==> src/rtl/ifu_prefetch_queue.sv <==
// ifu_prefetch_queue
// Instruction fetch front end: PC generator, in-order request/response port to
// instruction memory, and a DEPTH-entry fetch queue feeding the IF/ID register.
// Fetch keeps running while decode stalls, up to the queue capacity. A redirect
// flushes the queue and arranges for responses of requests already in flight
// to be discarded on arrival.
//
// Ports:
//   clk, rst                      clock (rising edge), synchronous active-high reset
//   redirect_valid, redirect_pc   one-cycle flush pulse and new fetch target
//   imem_req_valid/ready/addr     fetch request channel
//   imem_rsp_valid/data           fetch response channel, strictly in request order
//   m_valid, m_ready              head-of-queue handshake towards IF/ID
//   if_id_bus                     {pc, instr, pc+4}, pc in the MSBs; zero when idle
module ifu_prefetch_queue #(
    parameter int                  PC_WIDTH    = 32,
    parameter int                  INSTR_WIDTH = 32,
    parameter int                  DEPTH       = 4,
    parameter logic [PC_WIDTH-1:0] RESET_PC    = 32'h8000_0000
) (
    input  logic                               clk,
    input  logic                               rst,
    input  logic                               redirect_valid,
    input  logic [PC_WIDTH-1:0]                redirect_pc,
    output logic                               imem_req_valid,
    input  logic                               imem_req_ready,
    output logic [PC_WIDTH-1:0]                imem_req_addr,
    input  logic                               imem_rsp_valid,
    input  logic [INSTR_WIDTH-1:0]             imem_rsp_data,
    output logic                               m_valid,
    input  logic                               m_ready,
    output logic [2*PC_WIDTH+INSTR_WIDTH-1:0]  if_id_bus
);

    localparam int PTR_W = $clog2(DEPTH);
    localparam int CNT_W = PTR_W + 1;

    logic [PC_WIDTH-1:0]    fetch_pc;
    logic [PC_WIDTH-1:0]    pc_q    [DEPTH];
    logic [INSTR_WIDTH-1:0] instr_q [DEPTH];
    logic [DEPTH-1:0]       filled;
    logic [PTR_W-1:0]       head;
    logic [PTR_W-1:0]       tail;
    logic [PTR_W-1:0]       fill_ptr;
    logic [CNT_W-1:0]       count;
    logic [CNT_W-1:0]       drop_cnt;
    // Allocated entries still waiting for their response. Kept as its own
    // counter because fill_ptr == tail is ambiguous on a full queue.
    logic [CNT_W-1:0]       pend_cnt;

    logic                   req_fire;
    logic                   deq;
    logic                   rsp_drop;
    logic                   rsp_fill;
    logic                   rsp_take;
    logic [CNT_W:0]         credit_used;
    logic [PC_WIDTH-1:0]    head_pc;
    logic [PC_WIDTH-1:0]    head_pc_next;

    // Credit covers both live entries and stale responses still to arrive, so
    // the memory never holds more than DEPTH outstanding requests.
    assign credit_used    = {1'b0, count} + {1'b0, drop_cnt};
    assign imem_req_valid = ~rst & ~redirect_valid & (credit_used < (CNT_W+1)'(DEPTH));
    assign imem_req_addr  = fetch_pc;
    assign req_fire       = imem_req_valid & imem_req_ready;

    assign rsp_drop = imem_rsp_valid & (drop_cnt != '0);
    assign rsp_fill = imem_rsp_valid & (drop_cnt == '0) & (pend_cnt != '0);
    assign rsp_take = rsp_drop | rsp_fill;

    assign m_valid      = ~rst & (count != '0) & filled[head];
    assign deq          = m_valid & m_ready;
    assign head_pc      = pc_q[head];
    assign head_pc_next = head_pc + PC_WIDTH'(4);
    assign if_id_bus    = m_valid ? {head_pc, instr_q[head], head_pc_next} : '0;

    // Payload storage needs no reset: validity lives in count/filled.
    always_ff @(posedge clk) begin
        if (req_fire) begin
            pc_q[tail] <= fetch_pc;
        end
        if (rsp_fill) begin
            instr_q[fill_ptr] <= imem_rsp_data;
        end
    end

    always_ff @(posedge clk) begin
        if (rst) begin
            fetch_pc <= RESET_PC;
            head     <= '0;
            tail     <= '0;
            fill_ptr <= '0;
            count    <= '0;
            drop_cnt <= '0;
            pend_cnt <= '0;
            filled   <= '0;
        end else if (redirect_valid) begin
            // No request fires this cycle; a same-cycle response retires one
            // outstanding slot (filled or dropped) before the rest are turned
            // into stale responses to drop.
            fetch_pc <= {redirect_pc[PC_WIDTH-1:2], 2'b00};
            head     <= '0;
            tail     <= '0;
            fill_ptr <= '0;
            count    <= '0;
            pend_cnt <= '0;
            filled   <= '0;
            drop_cnt <= drop_cnt + pend_cnt - CNT_W'(rsp_take);
        end else begin
            if (req_fire) begin
                fetch_pc     <= fetch_pc + PC_WIDTH'(4);
                tail         <= tail + PTR_W'(1);
                filled[tail] <= 1'b0;
            end
            if (rsp_fill) begin
                filled[fill_ptr] <= 1'b1;
                fill_ptr         <= fill_ptr + PTR_W'(1);
            end
            if (rsp_drop) begin
                drop_cnt <= drop_cnt - CNT_W'(1);
            end
            if (deq) begin
                head <= head + PTR_W'(1);
            end
            count    <= count + CNT_W'(req_fire) - CNT_W'(deq);
            pend_cnt <= pend_cnt + CNT_W'(req_fire) - CNT_W'(rsp_fill);
        end
    end

    rsp_has_owner: assert property (@(posedge clk) disable iff (rst)
        imem_rsp_valid |-> (drop_cnt != '0 || pend_cnt != '0));

    credit_bound: assert property (@(posedge clk) disable iff (rst)
        credit_used <= (CNT_W+1)'(DEPTH));

endmodule

==> config.mk <==
export PLATFORM = sky130hd
export DESIGN_NAME = ifu_prefetch_queue
export DESIGN_NICKNAME = d
export VERILOG_FILES = /design/src/rtl/ifu_prefetch_queue.sv
export SDC_FILE = /design/constraint.sdc
export NUM_CORES = 1
export LEC_CHECK = 0
export BUFFER_PORTS_ARGS = -buffer_cell sky130_fd_sc_hd__buf_2
export CELL_PAD_IN_SITES_DETAIL_PLACEMENT = 1
export CELL_PAD_IN_SITES_GLOBAL_PLACEMENT = 2
export CORE_MARGIN = 1.5
export CORE_UTILIZATION = 43
export CTS_CLUSTER_DIAMETER = 40
export DETAILED_ROUTE_END_ITERATION = 8
export GPL_TIMING_DRIVEN = 0
export PLACE_DENSITY_LB_ADDON = 0.1
export SLEW_MARGIN = 20
export SYNTH_ARGS = -nofsm -noshare
export SYNTH_HDL_FRONTEND = slang
export SYNTH_SLANG_ARGS = --single-unit
export TNS_END_PERCENT = 50
==> constraint.sdc <==
create_clock -name clk -period 7.4 [get_ports clk]
set_clock_uncertainty 0.15 [all_clocks]
set_input_delay 0.74 -clock clk [delete_from_list [all_inputs] [get_ports clk]]
set_output_delay 0.74 -clock clk [all_outputs]
set_load 0.05 [all_outputs]
# ---- Word level (Yosys, flattened, before mapping)
# Memories as Yosys holds them, arrays and structs flattened. A register that Yosys moved wholly into a read port is not among the register bits.
# Index checks and enable logic that the tools add are counted.
dict set report word_totals {
  out_inout_bits 130
  mem_bits_rw 256
  input_bits 70
  n_memories 2
  ff_bits 51
}
# name depth width read_ports rd_clocked_by_memory_dff write_ports line_no
set memory_table {}
lappend memory_table {instr_q 4 32 1 1 1 40} ;# logic [INSTR_WIDTH-1:0] instr_q [DEPTH];
lappend memory_table {pc_q 4 32 1 1 1 39} ;# logic [PC_WIDTH-1:0] pc_q [DEPTH];
dict set report op_classes {
  reduce_logical 9
  add_sub_neg 13
  order_cmp 6
  muxes 23
  n_bitwise 15
}
# cell count
set ops {}
lappend ops {{$mux W96} 1}
lappend ops {{$add A32 B3 Y32 const B} 2}
lappend ops {{$mux W32} 2}
lappend ops {{$mux W4} 4}
lappend ops {{$and A1 B1 Y1} 9}
lappend ops {{$lt A2 B3 Y1 const B} 3}
lappend ops {{$reduce_bool A3 Y1} 3}
lappend ops {{$sub A3 B1 Y3} 3}
lappend ops {{$mux W2} 4}
lappend ops {{$mux W1} 7}
lappend ops {{$add A2 B1 Y2 const B} 3}
lappend ops {{$add A3 B1 Y3} 2}
lappend ops {{$mux W3} 2}
lappend ops {{$add A3 B3 Y4} 1}
lappend ops {{$and A4 B4 Y4} 1}
lappend ops {{$demux W1 S2} 2}
lappend ops {{$ge A2 B1 Y1 const B} 2}
lappend ops {{$lt A4 B3 Y1 const B} 1}
lappend ops {{$not A4 Y4} 1}
lappend ops {{$or A4 B4 Y4} 1}
lappend ops {{$reduce_bool A2 Y1} 2}
lappend ops {{$add A3 B3 Y3} 1}
lappend ops {{$logic_not A3 Y1} 1}
lappend ops {{$sub A3 B1 Y3 const B} 1}
lappend ops {{5 further kinds} 7}

# ---- Longest topological paths before layout
dict set report depth {
  word_depth 11
  depth_mapped 14
  ltp_nobuf 14
}

# ---- Worst setup path before layout
# OpenSTA, ideal clock, no wires.
dict set report synth_path {
  kind {flip-flop to output port}
  start {reg (tool-made name)}
  end {out if_id_bus[22]}
  stages_incl_launch_ff 11
  slack_ps 3781
  arrival_ps 2729
  path_cell_list {dfxtp_1 buf_6 buf_12 mux4_1 ha_1 and2_4 and4_1 buf_2 nand4_1 xor2_1 nor2_1}
}
# element line_no
set synth_rtl {}
lappend synth_rtl {{to (decl)} 32} ;# output logic [2*PC_WIDTH+INSTR_WIDTH-1:0] if_id_bus

==> out/results.txt <==
status - finished, final reports clean
Fill cells - 3016
Slew HR - 47.7%
CP Launch Type - register
pin count of the biggest net entering global routing - 31
antenna-violating nets left - 0
predominant post-synthesis flop cell - edfxtp_1
Worst IR Drop VDD - 0.210 mV
kind of critical path - register to primary output
Mapped Cells - 897
drt drc - 0
slowest cell on the critical path - mux4_1
Worst-path clk slew - 0.06 ns
CTS H-tree lvls - 2
Lkg Pwr - 6.11 nW
Crit path arrival time - 3.28 ns
Die Area - 31700 um^2
Hold Path Class - input port to register
Clock Sinks - 299
Ports - 200
initial DRC count - 461
Post-Syn Area - 13200 um^2
max-cap violation count - 0
Peak Freq - 0.240 GHz
Netlist cell types - 55
TritonCTS clock tree - done
vias in the first global route - 8861
commonest non-fill, non-tap cells in the layout - edfxtp_1 (248), buf_2 (196), nor2_1 (81)
clock root buffer - clkbuf_16
Worst Reg2Reg Path Length in Cells - 14
Critical Path RT - 6.51 ns
critical path, cell by cell - buf_6 -> buf_12 -> mux4_1 -> ha_1 -> and2_4 -> and4_1 -> buf_2 -> nand4_1 -> xor2_1 -> nor2_1 -> buf_2
Area Growth Syn to Fin - 21.8%
Crit path top cell by count - buf_2
final wirelength - 34600 um
Tmin final - 4.17 ns
Avg Cell Area, Syn - 14.7 um^2
initial antenna violation count - 1
reg-to-reg slack, setup - 3.81 ns
Tcrit/Tclk final - 56.3%
final hold vios - 0
cts bufs inserted - 40
register area share after synthesis - 64.3%
share of cells above drive strength 1 - 30.6%
power density cells - 250 nW/um^2
first-pass GRT wire length - 52700 um
PortBufs - 189
Stages on worst setup path - 11
Multi-input gate area - 4300 um^2
Setup Viol. Count Final - 0
Die Ht - 178 um
Worst Path Buf+Inv - 4
routability cong. - 0.790
Slew @ Worst Pin - 0.784 ns
Final Max Tran Viols - 0
FF/Latch Area - 8470 um^2
Starting Density - 44.1%
WL/cell - 22.2 um
# rows - 63
Crit Reg-Reg Endpoint - count[2]
Final #Nets - 1232
Worst-Skew Late Latency - 0.52 ns
Post-synth EDFFs - 248
crit path to - if_id_bus[22]
Final HPWL DP - 24000 um
#FFs+latches synth - 299
RSZ-0062 raised after global routing - no
GRT Total Usage - 22.2%
element type at the critical path end - primary output
# resized after CTS - 0
Async SR Flop Fraction - 0%
global route total overflow - 0
core area - 29900 um^2
clk buf depth - 3
Hold WS - 0.280 ns
Largest delay share family, worst path - buffers and inverters
most common cell after layout, fill and taps aside - edfxtp_1
highest cell delay on the worst timing path - 0.68 ns
routed vias - 8542
1st-pass router iterations - 5
vias per cell - 5.48
YS warnings - 0
Post-CTS Hold Buffers - 0
Setup TNS - 0 ns
die width - 178 um
largest fanout on the critical path - 10
worst r2r src - count[2]
postcts setup bufs - 0
==> per-layer routing <==
metal / part of all wire, % / up-vias / track usage (%)
met2: 48 / 246 / 36.5
met1: 45 / 4323 / 30.9
li1: - / 3928 / -
met3: 5.2 / 45 / 3.53
met5: 0 / - / 0
met4: 1.7 / 0 / 5.32
==> stage by stage <==
| step | utilization [%] | total power, mW | std cells | setup slack [ns] | cell area, um^2 |
|---|---|---|---|---|---|
| 2_1_floorplan | - | 2.10 | 902 | 3.78 | 13200 |
| 3_3_place_gp | 48.9 | 2.19 | 1481 | 2.87 | 14600 |
| 3_5_place_dp | 49.3 | 2.20 | 1486 | 3.29 | 14700 |
| 4_1_cts | 53.6 | 4.05 | 1559 | 3.17 | 16000 |
| 5_1_grt | 53.7 | 4.14 | 1560 | 3.00 | 16000 |
| 6_report | 53.7 | 4.01 | 1560 | 3.23 | 16000 |
==> power by group <==
part	internal, mW	switching, mW	total, mW
Sequential	1.86	0.0425	1.90
Combinational	0.0934	0.170	0.263
Clock	1.10	0.749	1.85
Total	3.05	0.961	4.01
==> state kept, by name, indices dropped and copies added, names as in the netlist, named ones only <==
| signal | flops |
|---|---|
| count | 3 |
| drop_cnt | 3 |
| fill_ptr | 2 |
| filled | 4 |
| head | 2 |
| imem_req_addr | 30 |
| instr_q | 128 |
| pc_q | 120 |
| pend_cnt | 3 |
| tail | 2 |
==> worst min path at each step <==
stage | slack (ns) | startpoint | cells after the start | end
after global placement | 0.31 | filled[3] | 2 | filled[3]
after floorplan | 0.30 | filled[2] | 2 | filled[2]
final | 0.28 | imem_rsp_data[23] | 1 | instr_q[0][23]
after CTS | 0.26 | imem_rsp_data[13] | 1 | instr_q[0][13]
after detailed placement | 0.33 | filled[2] | 2 | filled[2]
after global routing | 0.27 | imem_rsp_data[16] | 1 | instr_q[3][16]
==> logic make-up after synthesis <==
logic type	after synthesis	synth area share [%]
AOI/OAI and AO/OA	77	3.57
xor gates and xnor gates	43	2.86
adders and majority gates	24	2.45
buffers and inverters	85	3.23
DFF	299	64.3
muxes	69	11.4
other	1	0.0285
and+or+nand+nor	299	12.1
==> synthesized netlist by cell type (all sizes together), types with 2 or more instances <==
| cell | n | area share [%] |
|---|---|---|
| a21o | 2 | 0.11 |
| a21oi | 21 | 0.80 |
| a221oi | 6 | 0.40 |
| a222oi | 2 | 0.15 |
| a22oi | 3 | 0.17 |
| a31oi | 16 | 0.76 |
| and2 | 10 | 0.50 |
| and3 | 72 | 3.5 |
| and4 | 7 | 0.48 |
| buf | 24 | 1.4 |
| clkbuf | 34 | 1.0 |
| dfxtp | 51 | 7.8 |
| edfxtp | 248 | 57 |
| fa | 3 | 0.46 |
| ha | 21 | 2.0 |
| inv | 27 | 0.77 |
| mux2i | 5 | 0.38 |
| mux4 | 63 | 11 |
| nand2 | 47 | 1.3 |
| nand2b | 3 | 0.14 |
| nand3 | 25 | 0.95 |
| nand4 | 18 | 0.97 |
| nor2 | 82 | 2.3 |
| nor2b | 3 | 0.14 |
| nor3 | 11 | 0.42 |
| nor3b | 3 | 0.17 |
| nor4 | 9 | 0.54 |
| o211ai | 2 | 0.11 |
| o21ai | 21 | 0.80 |
| or3 | 4 | 0.19 |
| or4 | 2 | 0.11 |
| xnor2 | 21 | 1.4 |
| xor2 | 22 | 1.5 |
==> cell type report <==
class	instances	share of cell area (%)
timing repair buffer	194	6.52
clock buffer	47	6.74
buffer	58	2.02
multi-input combinational	518	26.8
sequential	299	52.8
tap	390	3.04
inverter	27	0.632
antenna	1	0.0156
clock inverter	26	1.38
No activity file was read; power rests on OpenSTA's default activity.
